[src/rtl/parity_fsm_pkg.sv]
// Shared definitions for the serial parity framer: FSM state encoding
// and the generate/check mode constants.
package parity_fsm_pkg;

    typedef enum logic [1:0] {
        IDLE  = 2'd0,
        DATA  = 2'd1,
        CHECK = 2'd2
    } state_t;

    localparam logic MODE_GEN = 1'b0;
    localparam logic MODE_CHK = 1'b1;

endpackage

[src/rtl/sat_counter.sv]
// Saturating up-counter: counts inc pulses and sticks at all-ones.
module sat_counter #(
    parameter int WIDTH = 8
) (
    input  logic             clk,
    input  logic             rst,
    input  logic             inc,
    output logic [WIDTH-1:0] count
);

    // Count up on inc, but never wrap past the maximum value
    always_ff @(posedge clk) begin
        if (rst) begin
            count <= '0;
        end else if (inc && (count != {WIDTH{1'b1}})) begin
            count <= count + WIDTH'(1);
        end
    end

endmodule

[src/rtl/serial_parity_framer.sv]
// Serial parity framer: accumulates parity over DATA_BITS serial bits and
// either emits the parity (generate mode) or compares it against a trailing
// received parity bit (check mode), counting mismatched frames.
module serial_parity_framer
    import parity_fsm_pkg::*;
#(
    parameter int DATA_BITS  = 8,
    parameter int ODD_PARITY = 0,
    parameter int CNT_W      = 8
) (
    input  logic             clk,
    input  logic             rst,
    input  logic             in_valid,
    input  logic             x,
    input  logic             mode,
    output logic             z,
    output logic             frame_done,
    output logic             par_bit,
    output logic             err,
    output logic [CNT_W-1:0] err_cnt,
    output logic             busy
);

    localparam int                  CNT_BITS = $clog2(DATA_BITS + 1);
    localparam logic [CNT_BITS-1:0] LAST     = CNT_BITS'(DATA_BITS);
    localparam logic [CNT_BITS-1:0] LAST_M1  = CNT_BITS'(DATA_BITS - 1);
    localparam logic                ODD      = (ODD_PARITY != 0);

    state_t              state;
    state_t              state_n;
    logic [CNT_BITS-1:0] count;
    logic [CNT_BITS-1:0] count_n;
    logic                par;
    logic                par_n;
    logic                mode_q;
    logic                mode_n;
    logic                z_n;
    logic                done_n;
    logic                par_bit_n;
    logic                err_n;
    logic                busy_n;

    // State register
    always_ff @(posedge clk) begin
        if (rst) begin
            state <= IDLE;
        end else begin
            state <= state_n;
        end
    end

    // Next-state logic: advance only on accepted bits
    always_comb begin
        state_n = state;
        if (in_valid) begin
            case (state)
                IDLE:    state_n = DATA;
                DATA: begin
                    if (count == LAST_M1) begin
                        state_n = (mode_q == MODE_CHK) ? CHECK : IDLE;
                    end
                end
                CHECK:   state_n = IDLE;
                default: state_n = IDLE;
            endcase
        end
    end

    // Datapath and output next values; pulses default low every cycle
    always_comb begin
        count_n   = count;
        par_n     = par;
        mode_n    = mode_q;
        z_n       = z;
        done_n    = 1'b0;
        err_n     = 1'b0;
        par_bit_n = par_bit;
        if (in_valid) begin
            case (state)
                IDLE: begin
                    mode_n  = mode;
                    par_n   = x;
                    count_n = CNT_BITS'(1);
                    z_n     = x ^ ODD;
                end
                DATA: begin
                    par_n = par ^ x;
                    z_n   = par ^ x ^ ODD;
                    if (count == LAST_M1) begin
                        if (mode_q == MODE_GEN) begin
                            done_n    = 1'b1;
                            par_bit_n = par ^ x ^ ODD;
                            count_n   = '0;
                        end else begin
                            count_n = LAST;
                        end
                    end else begin
                        count_n = count + CNT_BITS'(1);
                    end
                end
                CHECK: begin
                    done_n    = 1'b1;
                    par_bit_n = par ^ ODD;
                    err_n     = (x != (par ^ ODD));
                    count_n   = '0;
                end
                default: begin
                    count_n = '0;
                end
            endcase
        end
        busy_n = (state_n != IDLE);
    end

    // Register the datapath and every output
    always_ff @(posedge clk) begin
        if (rst) begin
            count      <= '0;
            par        <= 1'b0;
            mode_q     <= MODE_GEN;
            z          <= ODD;
            frame_done <= 1'b0;
            par_bit    <= 1'b0;
            err        <= 1'b0;
            busy       <= 1'b0;
        end else begin
            count      <= count_n;
            par        <= par_n;
            mode_q     <= mode_n;
            z          <= z_n;
            frame_done <= done_n;
            par_bit    <= par_bit_n;
            err        <= err_n;
            busy       <= busy_n;
        end
    end

    sat_counter #(
        .WIDTH (CNT_W)
    ) u_err_cnt (
        .clk   (clk),
        .rst   (rst),
        .inc   (err_n),
        .count (err_cnt)
    );

endmodule
[config.mk]
export PLATFORM = sky130hd
export DESIGN_NAME = serial_parity_framer
export DESIGN_NICKNAME = d
export VERILOG_FILES = /design/src/rtl/parity_fsm_pkg.sv /design/src/rtl/sat_counter.sv /design/src/rtl/serial_parity_framer.sv
export SDC_FILE = /design/constraint.sdc
export NUM_CORES = 1
export LEC_CHECK = 0
export BUFFER_PORTS_ARGS = -buffer_cell sky130_fd_sc_hd__buf_2
export CAP_MARGIN = 25
export CORE_MARGIN = 4
export CORE_UTILIZATION = 45
export CTS_BUF_LIST = sky130_fd_sc_hd__clkbuf_16
export DETAILED_ROUTE_END_ITERATION = 16
export GPL_ROUTABILITY_DRIVEN = 1
export PLACE_DENSITY = 0.69
export SYNTH_ARGS = -nofsm -noshare
export SYNTH_HDL_FRONTEND = slang
export SYNTH_SLANG_ARGS = --single-unit
[constraint.sdc]
create_clock -name clk -period 1.4 [get_ports clk]
set_input_delay 0.21 -clock clk [delete_from_list [all_inputs] [get_ports clk]]
set_output_delay 0.21 -clock clk [all_outputs]
set_load 0.05 [all_outputs]
* Yosys cells after proc, flatten, opt, wreduce, memory -nomap -nowiden
Index checks and enable logic that the tools add are counted.
Storage, ports and cells: bits in registers 20, latch bits 0, RAM bits 0, memory bits (read-only) 0, input bits 5, output and inout port bits 13, logic and storage cells 45, memories kept 0
Cells by class: add/sub/neg operators 2, multiply operators 0, div/mod/pow operators 0, order comparisons 0, eq/ne operators 7, shift operators 0, muxes and demuxes 16, bitwise operators 2, reduce and logical (&&, ||, !) cells 9
Operators with widths (count):
- 8-bit by 1-bit adder with 8-bit output, second input constant | 1
- 4-bit 2-to-1 mux | 2
- 8-bit inequality test, second input constant | 1
- 4-bit case mux with 2 select lines | 1
- 1-bit 2-to-1 mux | 6
- 2-bit 2-to-1 mux | 3
- 1-bit case mux with 2 select lines | 3
- 2-bit nonzero test | 3
- 4-bit by 1-bit adder with 4-bit output, second input constant | 1
- 4-bit by 3-bit == test with 1-bit output, second input constant | 1
- 2-bit inequality test, second input constant | 2
- 2-bit case mux with 2 select lines | 1
- 2-bit AND reduction | 2
- 4-bit AND reduction | 1
- 2-bit by 1-bit == test with 1-bit output, second input constant | 1
- 2-bit == test, second input constant | 1
- 2-bit logical NOT | 1
- 2-bit OR reduction | 1
- 1-bit logical AND | 1
- 1-bit inequality test | 1
- 1-bit inverter | 1
- 1-bit XOR | 1

* Longest topological paths before layout
word-level depth 5, depth in mapped cells 7, depth with buffers taken out 6

* Hierarchy
A second synthesis with hierarchy kept.
Unflattened totals: cells, all modules 115, area total of the unflattened synthesis 1026.0 um^2
By module, submodules not included:
- serial_parity_framer | times used 1, cells an instance 69, area an instance 595.6 um^2, sequential area each 240.2 um^2
- sat_counter | times used 1, cells an instance 46, area an instance 430.4 um^2, sequential area each 160.2 um^2

* Least setup slack after synthesis
OpenSTA, ideal clock, no wires.
kind reg2reg, start register u_err_cnt.count[0], end register u_err_cnt.count[1], setup time 128 ps, arrival time 1673 ps, required time 1272 ps, setup slack -401 ps, stages on the path, launching flop included 7, buffers on the path 1, clock period less this slack 1801 ps, cells stage by stage dfxtp_1 -> ha_1 -> nand3_1 -> o2111ai_2 -> buf_6 -> mux2i_1 -> nor2_1
Between the ends: cells in the longest elaborated chain, start to end 2, elaborated cells on any way between the ends 3, classes of those cells add/sub: 1; eq/ne: 1; reduce/logical: 1
Ends and longest elaborated chain:
- start: declaration | line sat_counter.sv:8 | output logic [WIDTH-1:0] count
- start signal: assignment | line sat_counter.sv:16 | count <= count + WIDTH'(1);
- parallel branches: the longest is 2 deep, another holds 8-bit by 1-bit adder with 8-bit output
Several ways; the timed one is not identified. A chain may end at the register's enable or synchronous reset.

* Worst setup path in the final report
start register u_err_cnt.count[0], end register u_err_cnt.count[5]
Same word-level chain as after synthesis.

==> results.cfg <==
[outcome]
status = finished with violations
violations = setup timing

[floorplan]
die_width_um = 54.5
core.rowCount = 16
die_h_um = 54.5
start_util = 0.487
fp.coreArea_um2 = 2000
io_pins = 18
die-area_um2 = 2970

[sta]
slew_headroom = 0.752
grt_setup_unrepaired = yes
timing.fmax_ghz = 0.681
worstMarginPinSlew_ns = 0.372
finalMaxSlewViolations = 0
finalWorstSetupSlack_ns = -0.0682
fin_crit_sh = 1.05
setup_viol = 8
min_period_ns = 1.47
hold_viol = 0
setup_tns_ns = -0.310
fin_skew_ns = 0.00398

[critical_path]
r2r_setup_slack_ns = -0.07
path_class = reg2reg
arrival_ns = 1.64
cp_max_fo = 6
r2r-start = u_err_cnt.count[0]
cp-end-kind = flip-flop
r2r_cells = 4
crit_start = u_err_cnt.count[0]
cp-endpoint = u_err_cnt.count[5]
r2r-end = u_err_cnt.count[5]
critPathLaunchType = flip-flop
required_ns = 1.58

[global_routing]
grt_pass1_wl_um = 4330
antenna_found_initial = 0
grt_max_degree = 21
grt_pass1_vias = 993
grt_use_total = 0.202
overflow = 0

[synth]
synth_cell_types = 32
synthesis.instances = 115
yosysMostFrequentCell = dfxtp_1
ys.flop_type = dfxtp_1
synthTopCellsByCount = dfxtp_1 (20), a21oi_1 (13), nand3_1 (10)
synth_area_um2 = 975
yosys_warnings = 0
synth_async_sr_flop_share = 0
yosysTopAreaCell = dfxtp_1
avgSynthCellArea_um2 = 8.48
synth_edf_count = 0
postSynthNetCount = 125
yosysSeqAreaShare = 0.411
yosys-top-cells-area = dfxtp_1 (41%), a21oi_1 (6.7%), ha_1 (6.4%)
ys_ff_latch = 20
synth_top_area_share = 0.411

[layout]
fin_util = 0.739
areaGrowthSynthToFinish_pct = 51.9
diodes = 0
drive_above_1_share = 0.462
n_fill_cell = 149
final_nets = 167

[placed_design]
routabilityCongestion = 0.738
dp_hpwl_um = 1730
place_worst_setup_slack_ns = -0.101
portBuffers = 17

[routing]
drt_iter0_drc = 20
dr.pass1.iters = 4
drcViolationCount = 0
vias_per_cell = 5.48
routedWlPerCell_um = 13.9
dr_total_vias = 1002
finalWirelength_um = 2540
antenna_left = 0

[pwr]
vdd_drop_max_mv = 0.871
p_per_area_nw_per_um2 = 902
fin_total_pwr_mw = 1.34
p_leak_nw = 0.605

[clocking]
clock_path_buffers = 2
cts_tree = done
cts_root_buf = clkbuf_16
clk_pin_slew_ns = 0.06
cts.sinks = 20
clock_latency_ns = 0.26
numCtsBuffers = 3
cts_max_level = 1

[job]
cap_violations = 0

[min_path]
hold_path.class = in2reg
[area by class of cell]
class | instances | area [µm²] | area share
clock buffers | 3 | 75.1 | 0.0507
clock inverters | 1 | 3.75 | 0.00254
inverters | 7 | 26.3 | 0.0178
multi-input cells | 82 | 628 | 0.424
flip-flops and latches | 20 | 425 | 0.287
well taps | 27 | 33.8 | 0.0228
repair buffers | 43 | 288 | 0.194
[state kept, by name, summed over array words and instances, names as in the netlist]
name and flops:
par 1, frame_done 1, u_err_cnt.count 8, mode_q 1, par_bit 1, count 4
state 2, err 1, busy 1
[critical path, cell delays in order (launching register included)]
cell and delay, ns:
dfxtp_4 0.35, buf_4 0.11, nand3_1 0.21, or4_1 0.55
a21oi_1 0.16
[cells in the final DEF, fill, tap and decap left out, drive strengths merged, types with 4 or more instances in the layout]
| cell | n |
|---|---|
| nand3 | 10 |
| nand2 | 6 |
| dfxtp | 20 |
| o31ai | 4 |
| buf | 43 |
| ha | 5 |
| o21ai | 7 |
| inv | 7 |
| a21oi | 13 |
| nor2 | 9 |
[timing repair]
item                       CTS  global route
gates resized for setup     10            11
setup endpoints to repair   10            14
pin swaps                    3             3
hold buffers                 0             0
buffers inserted             3             1
[cell families (layout without fill, tap and decap cells)]
| group | after synthesis | in the layout | synth area share |
|---|---|---|---|
| and+or+nand+nor | 39 | 39 | 0.203 |
| AOI/OAI and AO/OA | 33 | 33 | 0.216 |
| DFF | 20 | 20 | 0.411 |
| buffers and inverters | 13 | 54 | 0.0578 |
| adders and majority gates | 5 | 5 | 0.0642 |
| xor gates and xnor gates | 3 | 3 | 0.0270 |
| muxes | 2 | 2 | 0.0218 |
[power breakdown]
group          internal [mW]  switching [mW]
Clock                  0.381           0.220
Sequential             0.575         0.00940
Combinational         0.0616          0.0890
[per-layer routing]
layer  up-vias  GRT usage  wire length, µm
met5         -          0                0
met4         0     0.0871               51
met3         5     0.0436              146
met2        27      0.337             1260
met1       468      0.249             1080
li1        502          -                -
[worst min-delay path by stage]
stage,start,endpoint,cells after the start
floorplan,mode,mode_q,2
global placement,mode_q,mode_q,2
detailed placement,u_err_cnt.count[7],u_err_cnt.count[7],2
CTS,mode,mode_q,3
global route,mode,mode_q,3
finish,mode,mode_q,3
[through the flow]
step                area [µm²]  instances  hold slack, ns
CTS                       1430        182           0.228
floorplan                 1020        115           0.373
detailed placement        1280        175           0.480
finish                    1480        183           0.227
global route              1480        183           0.227
global placement          1280        175           0.463
Note: power is estimated with default switching activity, not from simulation.
